### config.mk
export PLATFORM = sky130hd
export DESIGN_NAME = regdump_streamer_flat
export DESIGN_NICKNAME = d
export VERILOG_FILES = /design/src/rtl/regdump_pkg.sv /design/src/rtl/regdump_streamer_if.sv /design/src/rtl/regdump_streamer.sv /design/src/flat_wrapper.sv
export SDC_FILE = /design/constraint.sdc
export NUM_CORES = 2
export LEC_CHECK = 0
export BUFFER_PORTS_ARGS = -buffer_cell sky130_fd_sc_hd__buf_2
export CORE_AREA = 8 8 394 396
export CTS_CLUSTER_DIAMETER = 60
export DETAILED_ROUTE_END_ITERATION = 7
export DIE_AREA = 0 0 402 404
export GPL_TIMING_DRIVEN = 0
export PLACE_DENSITY = 0.66
export SYNTH_ARGS = -nofsm -noshare
export SYNTH_HDL_FRONTEND = slang
export SYNTH_SLANG_ARGS = --single-unit
### constraint.sdc
create_clock -name clk -period 67.2 [get_ports clk]
set_input_delay 6.72 -clock clk [delete_from_list [all_inputs] [get_ports clk]]
set_output_delay 6.72 -clock clk [all_outputs]
set_load 0.005 [all_outputs]
### src/rtl/regdump_pkg.sv
// Shared types and constants for the register-dump frame streamer.
// Frame layout: header byte, 128 little-endian payload bytes, XOR checksum byte.
package regdump_pkg;

  localparam int unsigned REGDUMP_NUM_REGS    = 32;
  localparam int unsigned REGDUMP_REG_W       = 32;
  localparam int unsigned REGDUMP_BUS_W       = REGDUMP_NUM_REGS * REGDUMP_REG_W;
  localparam int unsigned REGDUMP_BYTE_W      = 8;
  localparam int unsigned REGDUMP_REG_IDX_W   = 5;
  localparam int unsigned REGDUMP_BYTE_IDX_W  = 2;
  localparam int unsigned REGDUMP_SEL_W       = REGDUMP_REG_IDX_W + REGDUMP_BYTE_IDX_W;
  localparam int unsigned REGDUMP_FRAME_LEN   = 130;
  localparam int unsigned REGDUMP_PAYLOAD_LEN = 128;

  localparam logic [REGDUMP_BYTE_W-1:0] REGDUMP_HEADER = 8'hA5;

  typedef enum logic [1:0] {
    IDLE,
    HEADER,
    PAYLOAD,
    CHECKSUM
  } regdump_state_e;

  // Payload byte at flat index {reg_idx, byte_idx}; register x0 always reads as zero.
  function automatic logic [REGDUMP_BYTE_W-1:0] regdump_byte(
    input logic [REGDUMP_BUS_W-1:0] snap,
    input logic [REGDUMP_SEL_W-1:0] sel
  );
    logic [REGDUMP_BYTE_W-1:0] b;
    b = snap[{sel, 3'b000} +: REGDUMP_BYTE_W];
    if (sel[REGDUMP_SEL_W-1:REGDUMP_BYTE_IDX_W] == '0) begin
      b = '0;
    end
    return b;
  endfunction

endpackage

### src/rtl/regdump_streamer_if.sv
// Byte stream with valid/ready handshake carrying the register-dump frame.
interface regdump_streamer_if;
  import regdump_pkg::*;

  logic [REGDUMP_BYTE_W-1:0] tx_data;
  logic                      tx_valid;
  logic                      tx_ready;

  modport master (output tx_data, output tx_valid, input tx_ready);
  modport slave  (input tx_data, input tx_valid, output tx_ready);

endinterface

### src/rtl/regdump_streamer.sv
// Snapshots the 32x32 debug register bus on request and streams it out as a
// framed byte sequence (header, payload, XOR checksum) over valid/ready.
module regdump_streamer
  import regdump_pkg::*;
(
  input  logic                     clk,
  input  logic                     rst,
  input  logic                     dump_req,
  input  logic [REGDUMP_BUS_W-1:0] dbg_reg_data,
  regdump_streamer_if.master       tx,
  output logic                     busy,
  output logic                     done
);

  regdump_state_e state_q, state_d;

  logic [REGDUMP_BUS_W-1:0]      snap_q;
  logic [REGDUMP_REG_IDX_W-1:0]  reg_idx_q, reg_idx_d;
  logic [REGDUMP_BYTE_IDX_W-1:0] byte_idx_q, byte_idx_d;
  logic [REGDUMP_BYTE_W-1:0]     csum_q, csum_d;
  logic [REGDUMP_BYTE_W-1:0]     tx_data_q, tx_data_d;
  logic                          tx_valid_q, tx_valid_d;
  logic                          busy_q, busy_d;
  logic                          done_q, done_d;

  logic                          capture_c;
  logic                          hs_c;
  logic [REGDUMP_SEL_W-1:0]      sel_c;
  logic [REGDUMP_SEL_W-1:0]      sel_nxt_c;

  assign hs_c      = tx_valid_q & tx.tx_ready;
  assign sel_c     = {reg_idx_q, byte_idx_q};
  assign sel_nxt_c = sel_c + REGDUMP_SEL_W'(1);

  // Next-state, next-output and counter updates.
  always_comb begin
    state_d    = state_q;
    reg_idx_d  = reg_idx_q;
    byte_idx_d = byte_idx_q;
    csum_d     = csum_q;
    tx_data_d  = tx_data_q;
    tx_valid_d = tx_valid_q;
    done_d     = 1'b0;
    capture_c  = 1'b0;

    case (state_q)
      IDLE: begin
        tx_valid_d = 1'b0;
        if (dump_req) begin
          capture_c  = 1'b1;
          state_d    = HEADER;
          reg_idx_d  = '0;
          byte_idx_d = '0;
          csum_d     = '0;
          tx_data_d  = REGDUMP_HEADER;
          tx_valid_d = 1'b1;
        end
      end

      HEADER: begin
        if (hs_c) begin
          state_d   = PAYLOAD;
          tx_data_d = regdump_byte(snap_q, sel_c);
        end
      end

      PAYLOAD: begin
        if (hs_c) begin
          csum_d                  = csum_q ^ tx_data_q;
          {reg_idx_d, byte_idx_d} = sel_nxt_c;
          if (sel_c == REGDUMP_SEL_W'(REGDUMP_PAYLOAD_LEN - 1)) begin
            state_d   = CHECKSUM;
            tx_data_d = csum_q ^ tx_data_q;
          end else begin
            tx_data_d = regdump_byte(snap_q, sel_nxt_c);
          end
        end
      end

      CHECKSUM: begin
        if (hs_c) begin
          state_d    = IDLE;
          tx_data_d  = '0;
          tx_valid_d = 1'b0;
          done_d     = 1'b1;
        end
      end

      default: begin
        state_d    = IDLE;
        tx_valid_d = 1'b0;
      end
    endcase

    busy_d = (state_d != IDLE);
  end

  // State and output registers.
  always_ff @(posedge clk or posedge rst) begin
    if (rst) begin
      state_q    <= IDLE;
      reg_idx_q  <= '0;
      byte_idx_q <= '0;
      csum_q     <= '0;
      tx_data_q  <= '0;
      tx_valid_q <= 1'b0;
      busy_q     <= 1'b0;
      done_q     <= 1'b0;
    end else begin
      state_q    <= state_d;
      reg_idx_q  <= reg_idx_d;
      byte_idx_q <= byte_idx_d;
      csum_q     <= csum_d;
      tx_data_q  <= tx_data_d;
      tx_valid_q <= tx_valid_d;
      busy_q     <= busy_d;
      done_q     <= done_d;
    end
  end

  // Frame snapshot; later bus changes cannot reach a frame in progress.
  always_ff @(posedge clk or posedge rst) begin
    if (rst) begin
      snap_q <= '0;
    end else if (capture_c) begin
      snap_q <= dbg_reg_data;
    end
  end

  assign tx.tx_data  = tx_data_q;
  assign tx.tx_valid = tx_valid_q;
  assign busy        = busy_q;
  assign done        = done_q;

endmodule

### src/flat_wrapper.sv
// flat-port wrapper written by rule: the top's interface ports become plain ports
module regdump_streamer_flat import regdump_pkg::*;
  (clk, rst, dump_req, dbg_reg_data, busy, done, tx_tx_data, tx_tx_valid, tx_tx_ready);
  regdump_streamer_if tx_i ();
  input  logic clk;
  input  logic rst;
  input  logic dump_req;
  input  logic [REGDUMP_BUS_W-1:0] dbg_reg_data;
  output logic busy;
  output logic done;
  output wire logic [$bits(tx_i.tx_data)-1:0] tx_tx_data;
  output wire logic [$bits(tx_i.tx_valid)-1:0] tx_tx_valid;
  input wire logic [$bits(tx_i.tx_ready)-1:0] tx_tx_ready;
  assign tx_tx_data = tx_i.tx_data;
  assign tx_tx_valid = tx_i.tx_valid;
  assign tx_i.tx_ready = tx_tx_ready;
  regdump_streamer u_core (.clk(clk), .rst(rst), .dump_req(dump_req), .dbg_reg_data(dbg_reg_data), .tx(tx_i), .busy(busy), .done(done));
endmodule
==> flow_summary.toml <==
[run_status]
run_status = "complete, but fails checks"
failed_checks = "max-capacitance violations, max-slew violations"

[power_and_ir_drop]
ir_drop_v = 0.0000275
power_leakage_nw = 33.7
pwr_density_cell_nw_per_um2 = 58.0
design_power_total_mw = 3.99

[clocking]
ctsHtreeMaxLevel = 4
cts_tree = "done"
clockRootBuffer = "sky130_fd_sc_hd__clkbuf_16"
post_cts.resized_instances = 0
cts_setup_buffers = 0
buffer_levels_on_the_longest_clock_path = 3
numClockSinks = 1052
clkLatencyLatePin_ps = 800
cts.hold.buffers_added = 0
cts_inserted_buffers = 133
cts.clk_slew.worst_paths_ps = 60

[placement]
port_buffers = 1038
place.detailed.hpwl_mm = 267
placement.cell_area_um2 = 64100
place.detailed.instances = 8648
gp_routability_congestion = 1.05

[timing]
timing.max_slew.rel_slack_pct = -7.13
setup-violations-final = 0
fmax_mhz = 104
worst_clock_skew_ps = 21.8
post-route-period-util_pct = 14.3
timing_hold_violations_final = 0
maxSlewViolCount = 65
setup-tns-final_ps = 0
max_slew.worst_pin.slew_ps = 1610
period_needed_ps = 9600
grt_setup_unrepaired = "no"

[grt]
grt_peak_use_layer = "met2"
grt_start_max_net_pins = 128
grt.met1_usage_pct = 48.8
grt_pass1_vias = 55245
met3_usage_pct = 19.4
grt.met2_usage_pct = 59.2
grtUsageTotal_pct = 41.5
grt_first_pass_wirelength_mm = 460
global_route.overflow_total = 0
grt_antenna_before_repair = 54

[final_layout]
layout.nets = 7868
flow.area_growth_from_synthesis_pct = 22.5
layout.filler_cells = 14215
stdcell_area_um2 = 68800
layout-drive-gt1-share_pct = 28.6
stdcell_count = 8919

[worst_setup_path]
timing.critical_path.from = "dump_req"
worstRegToRegCells = 12
rr_endpoint = "u_core.tx.tx_data[6]"
cp-start-kind = "input port"
crit_path_max_fanout = 10
worstReg2RegStart = "u_core.byte_idx_q[1]"
cp.required_ps = 67930
regToRegSetupSlack_ps = 61380
timing.critical_path.cells = "buf_2 -> nand2_1 -> clkbuf_1 -> clkbuf_1 -> clkbuf_1 -> nand2_1 -> nand2_1"
timing_worst_setup_path_type = "input port to register"
timing.critical_path.to_type = "register"
critical_path_s_slowest_cell = "sky130_fd_sc_hd__clkbuf_1"
critPathArrivalTime_ps = 10330
critPathMaxStageDelay_ps = 1140

[synth]
top_flip_flop_cell_by_instance_count_after_synthesis = "sky130_fd_sc_hd__dfrtp_1"
synth_seq_area_share_pct = 46.9
syn_area_per_cell_um2 = 9.92
ys_ff_latch = 1052
synth-async-reset-ratio_pct = 100
synth.largest_area_cell = "sky130_fd_sc_hd__dfrtp_1"
ys_top_cells_by_area = "sky130_fd_sc_hd__dfrtp_1 (47%), sky130_fd_sc_hd__mux4_2 (23%), sky130_fd_sc_hd__nand2_1 (21%)"
synth.net_count = 6684
synth_top_area_share_pct = 46.9
yosys.cell_count.top_type = "sky130_fd_sc_hd__nand2_1"
postSynthCellCount = 5655
synth_edf_count = 0
netlist_top_cells_count = "sky130_fd_sc_hd__nand2_1 (3196), sky130_fd_sc_hd__dfrtp_1 (1052), sky130_fd_sc_hd__mux4_2 (561)"
netlist_area_um2 = 56100
synth-warning-count = 0
synth_cell_types = 61

[run]
timing.max_cap.violations = 6

[floorplanning]
fp.dieH_um = 404
core.rowCount = 142
fp.dieArea_um2 = 162000
initial_util_pct = 37.7
die-width_um = 402
core_region_area_um2 = 149000
design.portCount = 1039

[detailed_routing]
routedWlPerCell_um = 39.1
routed_via_density = 6.28
vias = 56019
antenna_violating_nets_post_route = 0
routed_wirelength_mm = 349
drt_pre_antenna_iters = 8
route.detailed.drc = 0
drt_iter0_drc = 9018

[worst_hold_path]
path_type_of_the_worst_min_delay_path = "register to register"
worstHoldEndpoint = "u_core.snap_q[15]"
hp-start = "u_core.snap_q[15]"
min_delay_path_depth = 2
-- power by group --
part	total, mW	leakage, nW	switching [mW]	internal (mW)
clock network	0.770	2.26	0.320	0.451
logic	1.99	18.4	1.26	0.727
registers	1.24	13.1	0.303	0.933
total	3.99	33.7	1.88	2.11
-- metrics by stage --
step	hold WS (ps)	worst slack [ps]	utilization [%]
after floorplan	440	30870	-
after global placement	456	18440	42.8
after global routing	504	57750	46.1
final	480	57600	46.2
after detailed placement	462	57000	43.0
after CTS	475	57810	46.1
-- sequential cells by signal, summed over array words and instances (netlist names) --
register / cells
u_core.byte_idx_q: 2
u_core.state_q: 2
u_core.csum_q: 8
u_core.snap_q: 1024
u_core.busy: 1
u_core.done: 1
u_core.tx.tx_valid: 1
u_core.tx.tx_data: 8
u_core.reg_idx_q: 5
-- logic make-up after synthesis --
| group | after synthesis | share of synthesized area [%] |
|---|---|---|
| flip-flops | 1052 | 46.9 |
| AND/OR/NAND/NOR | 3333 | 22.6 |
| XOR/XNOR | 13 | 0.263 |
| AO/OA/AOI/OAI | 245 | 3.02 |
| multiplexers | 593 | 23.4 |
| buffers and inverters | 417 | 3.72 |
| adder cells (fa/ha/maj) | 2 | 0.0424 |
-- layout make-up --
| cell class | count | area, µm² | area share [%] |
|---|---|---|---|
| Clock inverter | 69 | 963 | 1.40 |
| Timing Repair Buffer | 1049 | 5470 | 7.96 |
| Sequential cell | 1052 | 26300 | 38.3 |
| Inverter | 7 | 33.8 | 0.0491 |
| Buffer | 410 | 2070 | 3.02 |
| Clock buffer | 170 | 3660 | 5.32 |
| Multi-Input combinational cell | 4186 | 27700 | 40.3 |
| Tap cell | 1944 | 2430 | 3.54 |
| Antenna cell | 32 | 80.1 | 0.116 |
-- layer usage --
| layer | routed length [µm] | up-vias |
|---|---|---|
| met1 | 119000 | 27849 |
| met4 | 33800 | 40 |
| met3 | 51700 | 1369 |
| li1 | - | 21539 |
| met2 | 144000 | 5222 |
| met5 | 247 | - |
-- cell usage in the layout (no fill, tap or decap), drive strengths merged, types with 4 or more instances in the layout --
cell type	instances
nand3	51
nor3	18
o31ai	4
a211oi	8
o211ai	4
and2	4
nand2	3196
clkinvlp	5
and3	5
a22oi	51
diode	32
a31oi	12
clkbuf	436
nor2b	8
mux2i	21
bufinv	15
xor2	4
nand4	8
a21oi	37
a221oi	23
mux4	572
a22o	19
o22ai	17
o21ai	44
dfrtp	1052
nor2	28
xnor2	9
buf	1193
clkinv	28
inv	28
-- worst max-delay path by stage --
stage                         end  slack, ps  cells after the start
2_1_floorplan         u_core.busy      30870                      1
3_3_place_gp   u_core.snap_q[486]      18440                      2
3_5_place_dp   u_core.snap_q[477]      57000                      7
4_1_cts        u_core.snap_q[477]      57810                      7
5_1_grt        u_core.snap_q[446]      57750                      7
6_report       u_core.snap_q[448]      57600                      7
-- critical path, delay by kind of cell --
family	cells	cell delay, ps
buffers and inverters	4	2560
and+or+nand+nor	3	1020
Power figures use the tool's default switching activity.
